<file path="src/rtl/ask_pkg.sv">
// ask_pkg: shared state encoding and NCO width for the ASK symbol scheduler
package ask_pkg;
  localparam int PHASE_W = 32;
  typedef enum logic [1:0] {ST_IDLE, ST_PREAMBLE, ST_DATA, ST_GUARD} state_t;
endpackage

</file>
<file path="src/rtl/ask_baud_tick.sv">
// ask_baud_tick: symbol-period counter, flags the last cycle of each symbol
module ask_baud_tick #(
  parameter int unsigned BAUD_DIV = 100
) (
  input  logic clk,
  input  logic rst,
  input  logic clear,
  output logic tick
);
  logic [15:0] count;
  assign tick = count == 16'(BAUD_DIV - 1);
  always_ff @(posedge clk)
    if (rst || clear || tick) count <= '0;
    else count <= count + 16'd1;
endmodule

</file>
<file path="src/rtl/ask_symbol_scheduler.sv">
// ask_symbol_scheduler: frames bytes as preamble+data symbols with a carrier-off guard
module ask_symbol_scheduler
  import ask_pkg::*;
#(
  parameter int unsigned        BAUD_DIV      = 100,
  parameter logic [7:0]         PREAMBLE      = 8'hAA,
  parameter int unsigned        PREAMBLE_BITS = 8,
  parameter int unsigned        GUARD_SYMS    = 2,
  parameter logic [PHASE_W-1:0] BASE_PHASE    = 655
) (
  input  logic               sys_clk,
  input  logic               sys_rst,
  input  logic [7:0]         s_data,
  input  logic               s_valid,
  output logic               s_ready,
  output logic               sym_bit,
  output logic               sym_stb,
  output logic               carrier_en,
  output logic [PHASE_W-1:0] phase_inc,
  output logic               busy,
  output logic               frame_done
);
  state_t     state, state_n;
  logic [7:0] idx, idx_n, sh, sh_n;
  logic       tick, clear, carrier_n;
  ask_baud_tick #(.BAUD_DIV(BAUD_DIV)) u_tick (
    .clk  (sys_clk),
    .rst  (sys_rst),
    .clear(clear),
    .tick (tick)
  );
  assign s_ready   = state == ST_IDLE || (state == ST_DATA && idx == 8'd0 && tick);
  assign clear     = state == ST_IDLE || state_n != state;
  assign carrier_n = state_n == ST_PREAMBLE || state_n == ST_DATA;
  // idx walks symbols downward: preamble bit, data bit, or remaining guard symbols
  always_comb begin
    state_n = state;
    idx_n   = idx;
    sh_n    = sh;
    case (state)
      ST_IDLE:
        if (s_valid) begin
          state_n = ST_PREAMBLE;
          idx_n   = 8'(PREAMBLE_BITS - 1);
          sh_n    = s_data;
        end
      ST_PREAMBLE:
        if (tick) begin
          state_n = idx == 8'd0 ? ST_DATA : ST_PREAMBLE;
          idx_n   = idx == 8'd0 ? 8'd7 : idx - 8'd1;
        end
      ST_DATA:
        if (tick && idx != 8'd0) idx_n = idx - 8'd1;
        else if (tick && s_valid) begin
          idx_n = 8'd7;
          sh_n  = s_data;
        end else if (tick) begin
          state_n = ST_GUARD;
          idx_n   = 8'(GUARD_SYMS - 1);
        end
      ST_GUARD:
        if (tick) begin
          state_n = idx == 8'd0 ? ST_IDLE : ST_GUARD;
          idx_n   = idx == 8'd0 ? 8'd0 : idx - 8'd1;
        end
      default: state_n = ST_IDLE;
    endcase
  end
  always_ff @(posedge sys_clk)
    if (sys_rst) begin
      state      <= ST_IDLE;
      idx        <= '0;
      sh         <= '0;
      sym_bit    <= 1'b0;
      sym_stb    <= 1'b0;
      carrier_en <= 1'b0;
      phase_inc  <= '0;
      busy       <= 1'b0;
      frame_done <= 1'b0;
    end else begin
      state      <= state_n;
      idx        <= idx_n;
      sh         <= sh_n;
      sym_bit    <= state_n == ST_PREAMBLE ? PREAMBLE[idx_n[2:0]] : state_n == ST_DATA && sh_n[idx_n[2:0]];
      sym_stb    <= carrier_n && (clear || tick);
      carrier_en <= carrier_n;
      phase_inc  <= carrier_n ? BASE_PHASE : '0;
      busy       <= state_n != ST_IDLE;
      frame_done <= state == ST_GUARD && state_n == ST_IDLE;
    end
endmodule
</file>
<file path="config.mk">
export PLATFORM = sky130hd
export DESIGN_NAME = ask_symbol_scheduler
export DESIGN_NICKNAME = d
export VERILOG_FILES = /design/src/rtl/ask_pkg.sv /design/src/rtl/ask_baud_tick.sv /design/src/rtl/ask_symbol_scheduler.sv
export SDC_FILE = /design/constraint.sdc
export NUM_CORES = 1
export LEC_CHECK = 0
export ABC_AREA = 1
export CAP_MARGIN = 30
export CORE_MARGIN = 1
export CORE_UTILIZATION = 39
export CTS_BUF_LIST = sky130_fd_sc_hd__clkbuf_4
export CTS_CLUSTER_DIAMETER = 80
export DETAILED_ROUTE_END_ITERATION = 6
export MAX_ROUTING_LAYER = met4
export PLACE_DENSITY = 0.63
export SLEW_MARGIN = 10
export SYNTH_ARGS = -nofsm -noshare
export SYNTH_HDL_FRONTEND = slang
export SYNTH_HIERARCHICAL = 1
export SYNTH_SLANG_ARGS = --single-unit
</file>
<file path="constraint.sdc">
create_clock -name sys_clk -period 2.39 [get_ports sys_clk]
set_input_delay 0.3585 -clock sys_clk [delete_from_list [all_inputs] [get_ports sys_clk]]
set_output_delay 0.3585 -clock sys_clk [all_outputs]
set_load 0.02 [all_outputs]
</file>
# ---- Yosys cells after proc, flatten, opt, wreduce, memory -nomap -nowiden
# Memory sizes are Yosys's and may differ from the RTL's.
# Index checks and enable logic that the tools add are counted.
dict set report totals {
  register_bits 71
  romBits 8
  elab_cells 72
  input_bits 11
  mem_count 1
}
dict set report op_classes {
  magnitude_cmp 1
  n_eq_ne 11
  muxes 27
  n_addsub 2
  reduce_logical 19
}
# memory depth word_bits rd rd_clocked_by_memory_dff write_ports line
set memory_table {}
lappend memory_table {{(name not given)} 8 1 1 0 0 ask_symbol_scheduler.sv:84} ;# sym_bit <= state_n == ST_PREAMBLE ? PREAMBLE[idx_n[2:0]] : state_n == ST_DATA && sh_n[idx_n[2:0]];
# operator count
set op_table {}
lappend op_table {{2-to-1 mux 8 bit} 11}
lappend op_table {{case mux 8 bit (4 select lines)} 1}
lappend op_table {{adder 16 x 1 -> 16 bit, second input constant} 1}
lappend op_table {{equality test 16 x 7 -> 1 bit, second input constant} 1}
lappend op_table {{2-to-1 mux 2 bit} 8}
lappend op_table {{case mux 8 bit (2 select lines)} 1}
lappend op_table {{2-to-1 mux 10 bit} 1}
lappend op_table {{logical NOT 8 bit} 1}
lappend op_table {{case mux 2 bit (4 select lines)} 1}
lappend op_table {{nonzero test 8 bit} 1}
lappend op_table {{subtractor 8 x 1 -> 8 bit, second input constant} 1}
lappend op_table {{logical AND 1 bit} 7}
lappend op_table {{equality test 2 bit, second input constant} 3}
lappend op_table {{logical OR 1 bit} 6}
lappend op_table {{inequality test 2 bit, second input constant} 3}
lappend op_table {{equality test 2 x 1 -> 1 bit, second input constant} 2}
lappend op_table {{logical NOT 2 bit} 2}
lappend op_table {{less-than comparator 3 x 4 -> 1 bit, second input constant} 1}
lappend op_table {{inequality test 4 x 2 -> 1 bit, second input constant} 1}
lappend op_table {{AND reduction 4 bit} 1}
lappend op_table {{binary-select mux 1 bit (select 3 bit)} 1}
lappend op_table {{2-to-1 mux 1 bit} 3}
lappend op_table {{inequality test 2 bit} 1}
lappend op_table {{nonzero test 2 bit} 1}

# ---- Longest topological paths before layout
# Gate-level depths: netlist (run 1).
dict set report logic_depth {
  word_depth 9
  mapped_depth 19
  depth_no_buf 18
}

# ---- Cells and area by module
# The synthesis (run 1) kept the hierarchy.
# module area_each_um2 cells_per_inst instances seq_area_each_um2
set modules_own_cells {}
lappend modules_own_cells {ask_symbol_scheduler 1589.0 226 1 460.4}
lappend modules_own_cells {ask_baud_tick 910.9 124 1 320.3}

# ---- Worst setup path before layout (run 1)
# OpenSTA, ideal clock, no wires.
dict set report synth_timing {
  path_type {reg-to-reg}
  startpoint {register u_tick.count[0]}
  endpoint {register sym_stb}
  path_slack_ps 379
  setup_time_ps 58
  path_stages_with_launch 13
  n_path_buf 1
  t_arrival_ps 1953
  required_time_ps 2332
  cell_sequence {dfxtp_1 ha_1 nand4_1 nor2_1 nand2_2 inv_1 buf_4 nand3_4 o21ai_0 nand3_1 ha_1 nor2_1 o21a_1}
}
dict set report synth_via {
  elab_chain_cells 9
  elab_cells_between_ends 16
  classes_between {eq/ne (4); mux (6); reduce/logical (6)}
}
# item line
set synth_lines {}
lappend synth_lines {{start, declared} ask_baud_tick.sv:10} ;# logic [15:0] count;
lappend synth_lines {{start signal, assigned} ask_baud_tick.sv:14} ;# else count <= count + 16'd1;
lappend synth_lines {{equality test 16 x 7 -> 1 bit *} ask_baud_tick.sv:11} ;# assign tick = count == 16'(BAUD_DIV - 1);
lappend synth_lines {{net tick} ask_symbol_scheduler.sv:25} ;# logic tick, clear, carrier_n;
lappend synth_lines {{2-to-1 mux 2 bit or logical AND 1 bit (tied branches)} {ask_symbol_scheduler.sv:57, ask_symbol_scheduler.sv:54}}
lappend synth_lines {{2-to-1 mux 2 bit} ask_symbol_scheduler.sv:54} ;# else if (tick && s_valid) begin
lappend synth_lines {{2-to-1 mux 2 bit} ask_symbol_scheduler.sv:53} ;# if (tick && idx != 8'd0) idx_n = idx - 8'd1;
lappend synth_lines {{case mux 2 bit (4 select lines)} ask_symbol_scheduler.sv:40} ;# case (state)
lappend synth_lines {{inequality test 2 bit} ask_symbol_scheduler.sv:33} ;# assign clear = state == ST_IDLE || state_n != state;
lappend synth_lines {{logical OR 1 bit} ask_symbol_scheduler.sv:33}
lappend synth_lines {{logical OR 1 bit} ask_symbol_scheduler.sv:85} ;# sym_stb <= carrier_n && (clear || tick);
lappend synth_lines {{logical AND 1 bit *} ask_symbol_scheduler.sv:85}
lappend synth_lines {{end signal, assigned} ask_symbol_scheduler.sv:85}
lappend synth_lines {{end, declared} ask_symbol_scheduler.sv:17} ;# output logic sym_stb,
# The timed path passes the listed nets; every way through them passes the cells marked *.
# A chain may end at the register's enable or synchronous reset.

# ---- Worst setup path in the final report (run 1)
dict set report layout_timing {
  startpoint {register idx[0]}
  endpoint {register sym_stb}
}
dict set report layout_via {
  elab_chain_cells 8
  elab_cells_between_ends 16
  classes_between {eq/ne (3); mux (6); reduce/logical (7)}
}
# item line
set layout_lines {}
lappend layout_lines {{start, declared} ask_symbol_scheduler.sv:24} ;# logic [7:0] idx, idx_n, sh, sh_n;
lappend layout_lines {{start signal, assigned} ask_symbol_scheduler.sv:82} ;# idx <= idx_n;
lappend layout_lines {{logical NOT 8 bit or nonzero test 8 bit (tied branches)} {ask_symbol_scheduler.sv:49, ask_symbol_scheduler.sv:63, ask_symbol_scheduler.sv:53}}
lappend layout_lines {{2-to-1 mux 2 bit (tied with other cells)} ask_symbol_scheduler.sv:63} ;# state_n = idx == 8'd0 ? ST_IDLE : ST_GUARD;
lappend layout_lines {{2-to-1 mux 2 bit (on tied branches)} {ask_symbol_scheduler.sv:62, ask_symbol_scheduler.sv:48, ask_symbol_scheduler.sv:53}}
lappend layout_lines {{case mux 2 bit (4 select lines) *} ask_symbol_scheduler.sv:40}
lappend layout_lines {{inequality test 2 bit} ask_symbol_scheduler.sv:33}
lappend layout_lines {{logical OR 1 bit} ask_symbol_scheduler.sv:33}
lappend layout_lines {{logical OR 1 bit} ask_symbol_scheduler.sv:85}
lappend layout_lines {{logical AND 1 bit *} ask_symbol_scheduler.sv:85}
# Mark *: on every way between the ends. The rest lies on a longest branch, timed or not.

==> results.toml, run 1 <==
[finish]
diodes = 0
nets = 391
stdcell_count = 450
area_growth_pct = 10.6
drive_gt1_share_pct = 18.4
utilization_pct = 45.6
fill_cells = 625

[timing]
fin_crit_ns = 2.17
layout_setup_ws_ns = 0.222
skew_ns = 0.0225
final_hold_viol_count = 0
final.period_utilization_pct = 90.7
rsz0062_at_grt = "no"
drv_slew = 0
setup_viol = 0
clock.fmax_mhz = 461
setup_tns_ns = 0

[cts]
cts_buffers = 5
cts_max_level = 2
clk_latency_ns = 0.37
cts_buffer_depth = 2
path_clk_slew_ns = 0.14
cts.hold.buffers_added = 0
tritoncts = "built"
cts_sinks = 39
clock-root-buffer = "clkbuf_4"

[critical_path]
crit_path_start_kind = "flip-flop"
critPathLaunch = "idx[0]"
worstPathRequired_ns = 2.72
r2r_start = "idx[0]"
critPathKind = "reg -> reg"
cp.arrival_ns = 2.49
worst_setup_path_end_kind = "flip-flop"
path_max_fanout = 5

[routing]
vias = 2124
drt_iter0_drc = 132
drc_errors = 0
wl_mm = 4.78
drt_pass1_iterations = 4
viasPerCell = 4.72
ant_nets = 0
wl_per_cell_um = 10.6

[floorplan]
core-area_mm2 = 0.00606
die-area_mm2 = 0.00673
die_h_um = 82.1
die_w_um = 82.1
ios = 49
core.rowCount = 28
initial_core_util_pct = 41.2

[placed_design]
place.gp.congestion = 0.903
dp_hpwl_mm = 3.64
dpl.cell_count = 441
port_buffers = 22
pre_cts_ws_ns = 0.0683

[synthesis]
seq_area_frac_synth_pct = 31.2
synth.distinct_cells = 31
async_reset_ff_share_pct = 0
avgSynthCellArea_um2 = 7.14
synth_seq_cells = 39
syn_area_mm2 = 0.00250
synthCells = 350
synth_edf_count = 0
synth_flop_cell = "dfxtp_1"
yosysWarnings = 6

[global_routing]
gr-total-overflow = 0
grtUsageTotal_pct = 16.6
grt_pass1_vias = 1816
grt_start_max_net_pins = 20
grt_pass1_wl_mm = 8.17
grt_antenna_before_repair = 0

[power]
power_mw = 1.44
vdd_drop_max_mv = 0.209
p_per_area_mw_per_mm2 = 521
p_leak_nw = 1.18

[outcome]
status = "complete, no violations"

[worst_hold_path]
worst_hold_startpoint = "u_tick/count[15]"
worstHoldPathType = "reg -> reg"

[flow_run]
drv_cap = 0
path summary, 6_finish.rpt:
kind	cells past startpoint	slack [ns]	to
setup reg to reg	11	0.22	sym_stb
hold reg to reg	2	0.48	u_tick/count[15]
hold / removal	2	0.48	u_tick/count[15]
setup / recovery	11	0.22	sym_stb
routing by layer:
metal / global-route usage (%) / vias up / share of wire, %
li1: - / 1106 / -
met1: 21.1 / 931 / 48
met2: 24.9 / 77 / 44
met3: 4.11 / 10 / 5.8
met4: 6.67 / 0 / 2.2
met5: - / - / 0
sequential cells by signal, summed over array words and instances (netlist names):
register      cells
frame_done        1
idx               8
sym_bit           1
sym_stb           1
phase_inc         1
sh                8
u_tick/count     16
busy              1
state             2
worst max-delay path, cell delays in order, from the launching register on:
cell     delay (ns)
dfxtp_1        0.33
inv_1          0.16
ha_1           0.24
nand2_1        0.08
nor2_2         0.16
nand3_4        0.09
buf_4          0.16
o21ai_0        0.15
nand3_1        0.16
ha_1           0.32
nor2_2         0.15
o21a_1         0.13
power by group:
group,switching (mW),internal [mW],leakage [nW]
clock,0.241,0.215,0.0426
combinational,0.188,0.104,0.818
sequential,0.0182,0.675,0.319
synthesized netlist by cell type (7+ instances only):
cell	instances	area [um^2]
nand2_1	62	233
dfxtp_1	39	781
inv_1	37	139
nor2_1	36	135
buf_4	35	263
nand3_1	32	160
a21oi_1	18	90.1
nor2_2	13	81.3
o21ai_0	9	45.0
nand2_2	8	50.1
inv_2	7	26.3
cells in the final DEF, fill, tap and decap left out, types with 4 or more instances in the layout:
master	netlist	routed
nand2_1	62	61
nor2_4	5	5
buf_4	35	6
nor2_1	36	35
xor2_1	4	4
dfxtp_1	39	38
nor3_1	6	6
nand2_2	8	9
inv_1	37	36
a21oi_1	18	18
clkdlybuf4s50_1	0	21
clkbuf_4	0	5
conb_1	1	26
inv_2	7	8
ha_1	6	6
nor2_2	13	14
nand4_1	5	5
o21ai_0	9	9
nand3_1	32	32
nand3_2	6	6
nand2_4	6	6
kinds of logic (layout without fill, tap and decap cells):
kind of cell	count (synthesis)	after routing	share of synthesized area (%)
flops	39	39	31.2
simple gates	184	184	37.9
buf+inv	81	81	18.1
xor+xnor	6	6	2.10
other cells	1	26	0.150
compound gates	33	33	7.51
fa+ha+maj	6	6	3.00
layout make-up:
cell class                 count  area (um^2)  share of cell area [%]
timing repair buffer          29          280                    10.1
clock inverter                 3         38.8                    1.40
tap                           75         93.8                    3.40
clock buffer                   5         37.5                    1.36
inverter                      44          165                    5.98
sequential                    39          782                    28.3
multi-input combinational    255         1370                    49.4
stage by stage:
stage               hold WS, ns  area (um^2)
CTS                       0.477         2760
global route              0.502         2760
finish                    0.477         2760
floorplan                 0.438         2590
global placement          0.449         2680
detailed placement        0.459         2680
what timing repair did:
action	in CTS	in global routing
resized for setup	3	5
pin swaps	0	1
buffers inserted	0	1
setup endpoints to repair	1	4
No activity file was read; power rests on OpenSTA's default activity.
==> inputs of run 2 (changes only) <==
--- a/config.mk
+++ b/config.mk
@@ -7,14 +7,15 @@
 export LEC_CHECK = 0
 export ABC_AREA = 1
 export CAP_MARGIN = 30
+export CELL_PAD_IN_SITES_DETAIL_PLACEMENT = 1
+export CELL_PAD_IN_SITES_GLOBAL_PLACEMENT = 2
 export CORE_MARGIN = 1
-export CORE_UTILIZATION = 39
+export CORE_UTILIZATION = 30
 export CTS_BUF_LIST = sky130_fd_sc_hd__clkbuf_4
 export CTS_CLUSTER_DIAMETER = 80
 export DETAILED_ROUTE_END_ITERATION = 6
 export MAX_ROUTING_LAYER = met4
-export PLACE_DENSITY = 0.63
-export SLEW_MARGIN = 10
+export PLACE_DENSITY = 0.83
 export SYNTH_ARGS = -nofsm -noshare
 export SYNTH_HDL_FRONTEND = slang
 export SYNTH_HIERARCHICAL = 1
==> run 2 against run 1 <==
Compared with the run above: critical path depth down 3; global-route usage down 2.3 points; final cell count grew 6.4%; die area up 29%; critical path type is now reg -> out.
==> results.toml, run 2 (synthesized netlist as in run 1, its figures left out) <==
[timing]
rsz0062_at_grt = "no"
clock.fmax_mhz = 463
skew_ns = 0.00726
setup_viol = 0
drv_slew = 0
layout_setup_ws_ns = 0.231
final.period_utilization_pct = 90.3
setup_tns_ns = 0
final_hold_viol_count = 0
fin_crit_ns = 2.16

[global_routing]
grt_start_max_net_pins = 17
grtUsageTotal_pct = 14.3
gr-total-overflow = 0
grt_antenna_before_repair = 1
grt_pass1_vias = 2035
grt_pass1_wl_mm = 9.45

[critical_path]
cp_cell_sequence = "ha_1, nand4_1, nor2_2, nand2_2, inv_2, nand3_4, a21oi_1, buf_2"
path_max_fanout = 6
worst_setup_path_end_kind = "primary output"
cp_top_family = "simple AND/OR/NAND/NOR gates"
critical_path_buf_inv_count = 2
critPathLaunch = "u_tick/count[1]"
cp_slowest_cell = "dfxtp_2"
crit_path_start_kind = "flip-flop"
r2r_start = "u_tick/count[1]"
worstPathRequired_ns = 2.03
slowest_delay_ns = 0.37
critPathKind = "reg -> out"
cp.arrival_ns = 1.80

[power]
vdd_drop_max_mv = 0.164
p_per_area_mw_per_mm2 = 517
power_mw = 1.45
p_leak_nw = 1.19

[finish]
drive_gt1_share_pct = 18.9
top_regs = "u_tick/count x16, idx x8, sh x8"
area_growth_pct = 12.0
largest_reg_flops = 16
regMostFlops = "u_tick/count"
final_cell_mix = "62 x nand2_1, 37 x dfxtp_1, 36 x inv_1"
nets = 392
mostFrequentLayoutCell = "nand2_1"

[floorplan]
initial_core_util_pct = 31.7
core.rowCount = 32
die_w_um = 93.3
ios = 49
core-area_mm2 = 0.00789
die_h_um = 93.3
die-area_mm2 = 0.00870

[cts]
cts_sinks = 39
cts_buffer_depth = 2
tritoncts = "built"
cts_buffers = 5
clock-root-buffer = "clkbuf_4"
path_clk_slew_ns = 0.13
cts.hold.buffers_added = 0
cts_max_level = 2
clk_latency_ns = 0.35

[placed_design]
pre_cts_ws_ns = 0.0805
port_buffers = 22
dp_hpwl_mm = 4.47
place.gp.congestion = 0.822

[routing]
ant_nets = 0
drt_pass1_iterations = 4
wl_per_cell_um = 11.8
drt_iter0_drc = 43
drc_errors = 0
vias = 2144
wl_mm = 5.64
viasPerCell = 4.48

[worst_hold_path]
worst_hold_startpoint = "u_tick/count[15]"
worstHoldPathType = "reg -> reg"

[flow_run]
drv_cap = 0

[outcome]
status = "complete, no violations"
-- run 2: area by class of cell --
cell class	count	area (um^2)
Multi-Input combinational cell	255	1370
Clock inverter	3	38.8
Fill cell	1005	5090
Sequential cell	39	783
Clock buffer	5	37.5
Antenna cell	1	2.50
Tap cell	102	128
Inverter	44	165
Timing Repair Buffer	30	275
-- run 2: per-layer routing --
layer | global-route usage [%] | vias up | part of all wire, %
li1 | - | 1099 | -
met5 | - | - | 0
met4 | 5.00 | 0 | 1.2
met2 | 23.4 | 54 | 47
met3 | 2.36 | 4 | 4.0
met1 | 17.7 | 987 | 47
-- run 2: repair_timing --
| item | CTS | global route |
|---|---|---|
| gates resized for setup | 4 | 5 |
| endpoints found under the setup margin | 1 | 3 |
| endpoints found under the hold margin | 0 | 0 |
| setup buffers | 0 | 1 |
| pin swaps | 0 | 2 |
-- run 2: power breakdown --
group          switching (mW)  total [mW]  leakage [nW]  internal, mW
clock                   0.237       0.452        0.0426         0.215
combinational           0.197       0.304         0.825         0.106
sequential             0.0162       0.691         0.319         0.675
-- run 2: path summary, 6_finish.rpt --
kind	to	slack, ns	cells after the start
max	s_ready	0.23	8
min	u_tick/count[15]	0.48	2
max reg2reg	sym_bit	0.24	19
min reg2reg	u_tick/count[15]	0.48	2
-- run 2: worst register-to-register path, cell delays in order (launching register included) --
cell     delay [ns]
dfxtp_2        0.37
ha_1           0.18
nand4_1        0.12
nor2_2         0.13
nand2_2        0.08
inv_2          0.08
buf_4          0.15
inv_1          0.10
nand2_4        0.09
nand2_4        0.07
nand2_4        0.09
nand2_4        0.05
nor2_4         0.12
nand3_1        0.10
nand2_1        0.07
nand2_1        0.04
nand3_1        0.08
nand2_1        0.06
nand2_1        0.05
nand2_1        0.04
-- run 2: through the flow --
step	hold slack [ns]	cells	instance area [um^2]	utilization (%)
finish	0.479	479	2800	35.5
detailed placement	0.465	469	2710	34.3
global placement	0.449	469	2710	34.3
floorplan	0.438	375	2590	-
global route	0.510	479	2800	35.5
CTS	0.484	477	2780	35.2
